==> src/rtl/frame_relay_pkg.sv <==
// Shared types and trailer layout for the frame relay datapath.
package frame_relay_pkg;

    typedef enum logic [1:0] {
        ST_IDLE    = 2'd0,
        ST_STREAM  = 2'd1,
        ST_TRAILER = 2'd2
    } state_t;

    localparam logic [31:0] TRAILER_MAGIC = 32'hA5A5_5A5A;

    localparam int TRL_MAGIC_LANE = 0;
    localparam int TRL_CSUM_LANE  = 1;
    localparam int TRL_COUNT_LANE = 2;
    localparam int TRL_INDEX_LANE = 3;
    localparam int TRL_LANES      = 4;

    function automatic logic [32*TRL_LANES-1:0] pack_trailer(
        input logic [31:0] csum,
        input logic [31:0] count,
        input logic [31:0] index
    );
        logic [32*TRL_LANES-1:0] w;
        w = '0;
        w[32*TRL_MAGIC_LANE +: 32] = TRAILER_MAGIC;
        w[32*TRL_CSUM_LANE  +: 32] = csum;
        w[32*TRL_COUNT_LANE +: 32] = count;
        w[32*TRL_INDEX_LANE +: 32] = index;
        return w;
    endfunction

endpackage

==> src/rtl/frame_relay_if.sv <==
// Upstream FIFO read port and downstream FIFO write port of the frame relay.
interface frame_relay_if #(
    parameter int DATA_W = 128
);
    logic              up_empty;
    logic              up_rd_en;
    logic [DATA_W-1:0] up_dout;
    logic              up_valid;
    logic              dn_prog_full;
    logic              dn_wr_en;
    logic [DATA_W-1:0] dn_din;

    modport master (
        input  up_empty,
        input  up_dout,
        input  up_valid,
        input  dn_prog_full,
        output up_rd_en,
        output dn_wr_en,
        output dn_din
    );

    modport slave (
        output up_empty,
        output up_dout,
        output up_valid,
        output dn_prog_full,
        input  up_rd_en,
        input  dn_wr_en,
        input  dn_din
    );
endinterface

==> src/rtl/frame_relay_lane_adder.sv <==
// Adds a common addend to every 32-bit lane and sums the results; one register stage.
module lane_adder #(
    parameter int DATA_W = 128
) (
    input  logic              sys_clk,
    input  logic              rstn,
    input  logic              in_valid,
    input  logic [DATA_W-1:0] in_data,
    input  logic [31:0]       addend,
    output logic              out_valid,
    output logic [DATA_W-1:0] out_data,
    output logic [31:0]       out_sum
);
    localparam int LANES = DATA_W / 32;

    logic [DATA_W-1:0] lane_word;
    logic [31:0]       lane_total;

    always_comb begin
        logic [31:0] lane_val;
        lane_word  = '0;
        lane_total = '0;
        lane_val   = '0;
        for (int i = 0; i < LANES; i++) begin
            lane_val                = in_data[32*i +: 32] + addend;
            lane_word[32*i +: 32]   = lane_val;
            lane_total              = lane_total + lane_val;
        end
    end

    always_ff @(posedge sys_clk) begin
        if (!rstn) begin
            out_valid <= 1'b0;
            out_data  <= '0;
            out_sum   <= '0;
        end else begin
            out_valid <= in_valid;
            if (in_valid) begin
                out_data <= lane_word;
                out_sum  <= lane_total;
            end
        end
    end
endmodule

==> src/rtl/frame_relay.sv <==
// Streams cfg_len words from the upstream FIFO to the downstream FIFO with a
// per-lane addend, then appends a trailer word carrying checksum, count and index.
//
// state      | meaning
// -----------+--------------------------------------------------------------
// ST_IDLE    | waiting for cfg_en; latches length/addend on start
// ST_STREAM  | issuing reads and writing transformed payload words
// ST_TRAILER | waiting for downstream space to write the trailer word
module frame_relay
    import frame_relay_pkg::*;
#(
    parameter int DATA_W = 128,
    parameter int LEN_W  = 16
) (
    input  logic             sys_clk,
    input  logic             rstn,
    input  logic             cfg_en,
    input  logic [LEN_W-1:0] cfg_len,
    input  logic [31:0]      cfg_add,
    frame_relay_if.master    bus,
    output logic             busy,
    output logic             frame_done,
    output logic [31:0]      frame_cnt
);
    localparam int LANES = DATA_W / 32;

    state_t            state;
    state_t            state_nxt;
    logic [LEN_W-1:0]  len_q;
    logic [LEN_W-1:0]  rd_cnt;
    logic [LEN_W-1:0]  wr_cnt;
    logic [31:0]       add_q;
    logic [31:0]       csum;
    logic              start;
    logic              rd_fire;
    logic              pay_wr;
    logic              trl_fire;
    logic              wr_en_c;
    logic [DATA_W-1:0] din_c;
    logic              pay_valid;
    logic [DATA_W-1:0] pay_data;
    logic [31:0]       pay_sum;
    logic [32*TRL_LANES-1:0] trl_packed;
    logic [DATA_W-1:0] trl_word;

    lane_adder #(.DATA_W(DATA_W)) u_lane_adder (
        .sys_clk   (sys_clk),
        .rstn      (rstn),
        .in_valid  (bus.up_valid),
        .in_data   (bus.up_dout),
        .addend    (add_q),
        .out_valid (pay_valid),
        .out_data  (pay_data),
        .out_sum   (pay_sum)
    );

    always_ff @(posedge sys_clk) begin
        if (!rstn) begin
            state <= ST_IDLE;
        end else begin
            state <= state_nxt;
        end
    end

    always_comb begin
        state_nxt = state;
        case (state)
            ST_IDLE: begin
                if (cfg_en) begin
                    state_nxt = (cfg_len == '0) ? ST_TRAILER : ST_STREAM;
                end
            end
            ST_STREAM: begin
                if (wr_cnt == len_q) begin
                    state_nxt = ST_TRAILER;
                end
            end
            ST_TRAILER: begin
                if (!bus.dn_prog_full) begin
                    state_nxt = ST_IDLE;
                end
            end
            default: state_nxt = ST_IDLE;
        endcase
    end

    // All strobes are held off while rstn is low so nothing leaks from a discarded frame.
    always_comb begin
        busy     = (state != ST_IDLE);
        start    = (state == ST_IDLE) && cfg_en;
        rd_fire  = 1'b0;
        trl_fire = 1'b0;
        if (rstn) begin
            rd_fire  = (state == ST_STREAM) && !bus.up_empty && !bus.dn_prog_full
                       && (rd_cnt < len_q);
            trl_fire = (state == ST_TRAILER) && !bus.dn_prog_full;
        end
        pay_wr     = rstn && pay_valid;
        wr_en_c    = pay_wr || trl_fire;
        frame_done = trl_fire;
        din_c      = '0;
        if (pay_wr) begin
            din_c = pay_data;
        end else if (trl_fire) begin
            din_c = trl_word;
        end
    end

    always_comb begin
        trl_packed = pack_trailer(csum, 32'(wr_cnt), frame_cnt);
        trl_word   = '0;
        for (int i = 0; i < LANES && i < TRL_LANES; i++) begin
            trl_word[32*i +: 32] = trl_packed[32*i +: 32];
        end
    end

    always_ff @(posedge sys_clk) begin
        if (!rstn) begin
            len_q     <= '0;
            add_q     <= '0;
            rd_cnt    <= '0;
            wr_cnt    <= '0;
            csum      <= '0;
            frame_cnt <= '0;
        end else begin
            if (start) begin
                len_q  <= cfg_len;
                add_q  <= cfg_add;
                rd_cnt <= '0;
                wr_cnt <= '0;
                csum   <= '0;
            end else begin
                if (rd_fire) begin
                    rd_cnt <= rd_cnt + 1'b1;
                end
                if (pay_wr) begin
                    wr_cnt <= wr_cnt + 1'b1;
                    csum   <= csum + pay_sum;
                end
            end
            if (trl_fire) begin
                frame_cnt <= frame_cnt + 32'd1;
            end
        end
    end

    assign bus.up_rd_en = rd_fire;
    assign bus.dn_wr_en = wr_en_c;
    assign bus.dn_din   = din_c;
endmodule

==> src/flat_wrapper.sv <==
// flat-port wrapper written by rule: the top's interface ports become plain ports
module frame_relay_flat import frame_relay_pkg::*;
#(
    parameter int DATA_W = 128,
    parameter int LEN_W  = 16
)
  (sys_clk, rstn, cfg_en, cfg_len, cfg_add, busy, frame_done, frame_cnt, bus_up_empty, bus_up_dout, bus_up_valid, bus_dn_prog_full, bus_up_rd_en, bus_dn_wr_en, bus_dn_din);
  frame_relay_if #(.DATA_W(DATA_W)) bus_i ();
  input  logic sys_clk;
  input  logic rstn;
  input  logic cfg_en;
  input  logic [LEN_W-1:0] cfg_len;
  input  logic [31:0] cfg_add;
  output logic busy;
  output logic frame_done;
  output logic [31:0] frame_cnt;
  input wire logic [$bits(bus_i.up_empty)-1:0] bus_up_empty;
  input wire logic [$bits(bus_i.up_dout)-1:0] bus_up_dout;
  input wire logic [$bits(bus_i.up_valid)-1:0] bus_up_valid;
  input wire logic [$bits(bus_i.dn_prog_full)-1:0] bus_dn_prog_full;
  output wire logic [$bits(bus_i.up_rd_en)-1:0] bus_up_rd_en;
  output wire logic [$bits(bus_i.dn_wr_en)-1:0] bus_dn_wr_en;
  output wire logic [$bits(bus_i.dn_din)-1:0] bus_dn_din;
  assign bus_i.up_empty = bus_up_empty;
  assign bus_i.up_dout = bus_up_dout;
  assign bus_i.up_valid = bus_up_valid;
  assign bus_i.dn_prog_full = bus_dn_prog_full;
  assign bus_up_rd_en = bus_i.up_rd_en;
  assign bus_dn_wr_en = bus_i.dn_wr_en;
  assign bus_dn_din = bus_i.dn_din;
  frame_relay #(.DATA_W(DATA_W), .LEN_W(LEN_W)) u_core (.sys_clk(sys_clk), .rstn(rstn), .cfg_en(cfg_en), .cfg_len(cfg_len), .cfg_add(cfg_add), .bus(bus_i), .busy(busy), .frame_done(frame_done), .frame_cnt(frame_cnt));
endmodule
==> config.mk <==
export PLATFORM = sky130hd
export DESIGN_NAME = frame_relay_flat
export DESIGN_NICKNAME = d
export VERILOG_FILES = /design/src/rtl/frame_relay_pkg.sv /design/src/rtl/frame_relay_if.sv /design/src/rtl/frame_relay_lane_adder.sv /design/src/rtl/frame_relay.sv /design/src/flat_wrapper.sv
export SDC_FILE = /design/constraint.sdc
export NUM_CORES = 1
export LEC_CHECK = 0
export ABC_AREA = 1
export BUFFER_PORTS_ARGS = -buffer_cell sky130_fd_sc_hd__buf_4
export CORE_MARGIN = 2
export CORE_UTILIZATION = 45
export DETAILED_ROUTE_END_ITERATION = 16
export PLACE_DENSITY = 0.65
export SYNTH_ARGS = -nofsm -noshare
export SYNTH_HDL_FRONTEND = slang
export SYNTH_SLANG_ARGS = --single-unit
==> constraint.sdc <==
create_clock -name sys_clk -period 9.9 [get_ports sys_clk]
set_input_delay 0.495 -clock sys_clk [delete_from_list [all_inputs] [get_ports sys_clk]]
set_output_delay 0.495 -clock sys_clk [all_outputs]
set_load 0.02 [all_outputs]
==> results of run 1 <==
registers in the layout, indices dropped and copies added (netlist names):
name and flops:
u_core.rd_cnt 16, u_core.csum 32, u_core.frame_cnt 32, u_core.u_lane_adder.out_data 128
u_core.wr_cnt 16, u_core.u_lane_adder.out_valid 1, u_core.len_q 16, u_core.u_lane_adder.out_sum 32
u_core.state 2, u_core.add_q 32
final timing paths:
path,endpoint,slack [ps]
worst max register to register,u_core.u_lane_adder.out_sum[27]$_SDFFE_PN0P_,3630
worst min-delay path,u_core.add_q[27]$_SDFFE_PN0P_,180
worst min register to register,u_core.u_lane_adder.out_data[0]$_SDFFE_PN0P_,460
worst max-delay path,u_core.u_lane_adder.out_sum[27]$_SDFFE_PN0P_,3630
where the power goes:
part	total, mW	leakage (nW)	switching (mW)	internal [mW]
logic	6.12	11.7	4.03	2.10
registers	1.53	2.53	0.127	1.40
clock network	1.45	0.624	0.590	0.864
cell type report:
cell class | instances | area, um^2 | area share, %
multi-input combinational | 2706 | 15980 | 53.90
sequential | 307 | 6146 | 20.73
timing repair buffer | 357 | 2680 | 9.038
inverter | 698 | 2628 | 8.861
clock buffer | 55 | 1116 | 3.764
tap | 748 | 935.9 | 3.156
clock inverter | 12 | 162.7 | 0.5485
antenna | 1 | 2.502 | 0.008439
metrics by stage:
step | instance area [um^2] | hold slack, ps | power, mW | util (%) | setup WS [ps]
after global routing | 29650 | 184.8 | 9.957 | 53.71 | 3324
final | 29650 | 178.3 | 9.104 | 53.72 | 3628
after global placement | 28370 | 454.0 | 7.512 | 51.40 | 3509
after CTS | 29650 | 153.3 | 9.019 | 53.71 | 3719
after detailed placement | 28370 | 458.0 | 7.528 | 51.40 | 3482
after floorplan | 25170 | 434.3 | 5.845 | - | 4758
Yosys cell counts, drive strengths merged, types with 27 or more instances:
cell type and count:
ha 204, clkbuf 98, o21ai 365, o21bai 27, xnor2 56, xor2 97, nand2 661, nand3 148
inv 697, nor2 358, o22ai 39, dfxtp 307, fa 67, a21oi 414, nor3 64
worst reg2reg max path, stage by stage (launching register included):
cell and delay [ps]:
dfxtp_1 360, ha_1 240, fa_1 410, nand3_1 90, nand2_1 90, a21oi_1 570
o21ai_2 170, a21oi_1 240, o21bai_1 180, nand2_1 90, nand2_1 140, xor2_1 220
fa_1 520, inv_1 50, fa_1 490, inv_1 40, ha_1 360, nand2_1 120
nor2_1 120, or3b_1 350, o21ai_1 390, a21oi_1 190, o21bai_1 290, nand2_1 120
nand3_1 90, nand3_1 90, nand2_1 100, inv_1 40
cell families after synthesis:
family                     after synthesis  synth area share [%]
DFF                                    307                 24.42
adders and majority gates              271                 15.47
and+or+nand+nor                       1316                 21.80
xor gates and xnor gates               153                 5.324
buffers and inverters                  813                 12.12
AOI/OAI and AO/OA                      966                 20.86
per-layer routing:
metal | global-route usage (%) | vias up | routed length, um
met5 | 0 | - | 13
met4 | 12.08 | 2 | 3761
met3 | 3.467 | 163 | 5988
met2 | 52.88 | 883 | 43730
met1 | 44.50 | 12100 | 42390
li1 | - | 13030 | -
==> results.toml, run 1 <==
[run_status]
status = "completed"

[synthesis]
syn-num-nets = 4279
synth_edf_count = 0
yosysTopAreaCell = "dfxtp_1"
syn_inst = 3826
yosys_warnings = 0
synth_ff_type = "dfxtp_1"
synth.distinct_cells = 49
yosys.area.top_type_share_pct = 24.42
synth_area_per_cell_um2 = 6.578
syn_area_um2 = 25170
synth_area_leaders = "dfxtp_1 (24%), inv_1 (10%), ha_1 (10%)"
ys_ff_latch = 307
ys_seq_area_share_pct = 24.42
async_flop_share_pct = 0

[route]
wl_per_cell_um = 19.63
routed_wl_mm = 95.88
via_per_inst = 5.359
drc = 0
num_vias = 26170
ant_nets = 0
drt_pre_antenna_iters = 6
drt_iter0_drc = 1947

[clock_tree]
post_cts_resize_count = 0
cts.path.max_buffers = 3
clock-sinks = 307
holdBufCountCts = 0
clk_pin_slew_ps = 60
clockRootBuffer = "clkbuf_16"
post_cts.repair.setup_buffers = 0
cts_tree = "yes"
cts_made_buffers = 38
clkLatencyLatePin_ps = 570
cts_max_level = 2

[placement]
gp_congestion = 1.015
hpwl_mm = 77.64
dp_cells = 4816
io_buffer_count = 345

[worst_hold_path]
whs_path_depth = 3
hold_path.class = "input pin to register"
hp-start = "cfg_add[27]"

[global_routing]
antenna_found_initial = 3
grt_pass1_wl_mm = 142.9
gr-total-overflow = 0
grt_use_total_pct = 32.54
grt_max_degree = 130
grt_pass1_vias = 24340

[worst_setup_path]
r2r_cells = 27
cp_common_cell = "nand2_1"
cp_max_fo = 5
cp.arrival_ps = 6740
cpMaxStageDelayCell = "a21oi_1"
crit_start = "u_core.add_q[0]$_SDFFE_PN0P_"
end_kind = "register"
crit-reg2reg-launch = "u_core.add_q[0]$_SDFFE_PN0P_"
cp.buffers_inverters = 3
crit_family = "compound AO/OA/AOI/OAI gates"
max_stage_delay_ps = 570
critical_path_cell_count = 27
critPathRequiredTime_ps = 10370
critical_path_class = "register to register"
start_kind = "register"

[cells_and_area]
fill_cells = 5783
finish.net_count = 4561
mostFrequentLayoutCells = "inv_1 (688), nand2_1 (658), a21oi_1 (414), nor2_1 (358), buf_4 (357)"
area_growth_syn_to_layout_pct = 17.81
drive_above_1_share_pct = 11.05
final_cells = 4884
final_common_cell = "inv_1"

[timing]
tightest_slew_ps = 1166
setup_tns_ps = 0
max-slew-margin-rel_pct = 22.30
grt_setup_unrepaired = "no"
period_needed_ps = 6272
fmax_ghz = 0.1594
slew_viol_final = 0
worst_clock_skew_ps = 18.58
fin_crit_sh_pct = 63.36
setup_viol = 0
hold_violations = 0

[flow_run]
cap_violations = 0

[power]
power.density_nw_per_um2 = 307.0
vdd_drop_max_v = 0.0002445
power.leakage_nw = 14.82

[floorplan]
row_count = 86
pin_count = 346
initial_core_util_pct = 45.60
die_area_um2 = 57840
fp.dieH_um = 240.5
core_area_um2 = 55200
die_x_um = 240.5
Power figures use the tool's default switching activity.
==> run 2: changes to the inputs <==
clock period = 6.2 ns   (was 9.9 ns; I/O delays follow)
==> run 2 against run 1 <==
Against the previous run: worst setup slack lost 3100 ps; cell area grew 1.6%; non-clock buffer count rose by 52; cell count is 1.0% higher; sequential share of layout area shrank 0.32 points; die area stayed put; sequential cell count did not move; register-to-register slack got worse by 3100 ps; clock skew rose by 5.9 ps; first-iteration DRC count down 0.82%; sequential power up 59%.
==> results.toml, run 2 (synthesis gave the netlist of run 1 again) <==
[run_status]
status = "completed"

[floorplan]
initial_core_util_pct = 45.60
core_area_um2 = 55200
fp.dieH_um = 240.5
die_x_um = 240.5
pin_count = 346
row_count = 86
die_area_um2 = 57840

[cells_and_area]
area_growth_syn_to_layout_pct = 19.70
n_antenna_cell = 0
drive_above_1_share_pct = 11.73
regMostFlops = "u_core.u_lane_adder.out_data"
largest_reg_flops = 128
finish.net_count = 4612
fin_area_um2 = 30130
mostFrequentLayoutCells = "inv_1 (688), nand2_1 (658), a21oi_1 (414), buf_4 (386), nor2_1 (358)"
final_common_cell = "inv_1"

[worst_setup_path]
critPathRequiredTime_ps = 6670
crit-reg2reg-launch = "u_core.add_q[0]$_SDFFE_PN0P_"
end_kind = "register"
cp.arrival_ps = 6190
crit_family = "adder cells"
cp_common_cell = "nand2_1"
r2r_cells = 27
cpMaxStageDelayCell = "fa_1"
critical_path_class = "register to register"
cp.buffers_inverters = 3
start_kind = "register"
max_stage_delay_ps = 540
critical_path_cell_count = 27
crit_start = "u_core.add_q[0]$_SDFFE_PN0P_"
cp_max_fo = 5

[worst_hold_path]
hold_path.class = "input pin to register"
hp-start = "cfg_add[27]"
whs_path_depth = 3

[timing]
fin_hold_ws_ps = 18.51
period_needed_ps = 5716
slew_viol_final = 0
setup_tns_ps = 0
fin_crit_sh_pct = 92.20
hold_violations = 0
fmax_ghz = 0.1749
layout_setup_ws_ps = 483.8
setup_viol = 0
grt_setup_unrepaired = "no"
max-slew-margin-rel_pct = 27.93
worst_clock_skew_ps = 24.47
tightest_slew_ps = 1081

[route]
drt_pre_antenna_iters = 7
num_vias = 26180
via_per_inst = 5.306
drc = 0
wl_per_cell_um = 19.42
routed_wl_mm = 95.80
drt_iter0_drc = 1931
ant_nets = 0

[clock_tree]
clockRootBuffer = "clkbuf_16"
clk_pin_slew_ps = 60
cts.path.max_buffers = 3
cts_max_level = 2
clock-sinks = 307
cts_tree = "yes"
clkLatencyLatePin_ps = 580
cts_made_buffers = 37

[global_routing]
grt_pass1_wl_mm = 143.2
grt_pass1_vias = 24780
grt_use_total_pct = 32.65
antenna_found_initial = 2
gr-total-overflow = 0
grt_max_degree = 129

[power]
power.density_nw_per_um2 = 488.2
power.leakage_nw = 15.09
vdd_drop_max_v = 0.0004330

[placement]
placed_cell_area_um2 = 28590
gp_congestion = 1.077
hpwl_mm = 77.70
dp_slack_ps = 480.7
io_buffer_count = 345

[flow_run]
cap_violations = 0
-- run 2: changes by cell type in the layout (fill, tap and decap cells not counted), moves of 2 or more --
| cell | previous run | this run |
|---|---|---|
| buf_4 | 357 | 386 |
| bufinv_16 | 3 | 6 |
| dlygate4sd3_1 | 0 | 23 |
| clkbuf_1 | 8 | 3 |
| clkbuf_16 | 39 | 37 |
| clkinv_2 | 4 | 8 |
-- run 2: per-layer routing --
layer  part of all wire (%)  global-route usage [%]
met5                      0                       0
met4                    3.9                   12.05
met3                    5.4                   3.111
met2                     46                   53.99
met1                     45                   44.15
-- run 2: what timing repair did --
action | CTS | global route
hold endpoints to repair | 23 | 0
setup endpoints to repair | 0 | 2
buffers inserted | 0 | 0
hold buffers | 23 | 0
gates resized for setup | 0 | 1
-- run 2: cell type report --
| class | instances | area (um^2) |
|---|---|---|
| clock inverter | 19 | 272.8 |
| sequential | 307 | 6147 |
| tap | 748 | 935.9 |
| fill | 5665 | 25070 |
| clock buffer | 47 | 1033 |
| inverter | 698 | 2628 |
| timing repair buffer | 409 | 3128 |
| multi-input combinational | 2706 | 15980 |
-- run 2: final timing paths --
kind                                                  endpoint  slack, ps
setup reg to reg  u_core.u_lane_adder.out_sum[27]$_SDFFE_PN0P_        480
hold / removal                   u_core.add_q[27]$_SDFFE_PN0P_         20
hold reg to reg   u_core.u_lane_adder.out_data[0]$_SDFFE_PN0P_        460
setup / recovery  u_core.u_lane_adder.out_sum[27]$_SDFFE_PN0P_        480
-- run 2: tightest hold or removal path: stages --
cell	delay, ps
buf_4	70
o21ai_0	70
nor2_1	80
-- run 2: power breakdown --
group	switching, mW	internal, mW	leakage (nW)	total, mW
clock	0.952	1.44	0.645	2.39
combinational	6.42	3.47	11.9	9.89
sequential	0.193	2.24	2.53	2.43
-- run 2: metrics by stage --
stage                     total power [mW]  util, %  instances
final                                14.71    54.58       4934
after global placement               12.11    51.79       4845
after global routing                 16.07    54.58       4934
after CTS                            14.56    54.57       4934
after floorplan                      9.333        -       3826
after detailed placement             12.11    51.79       4845
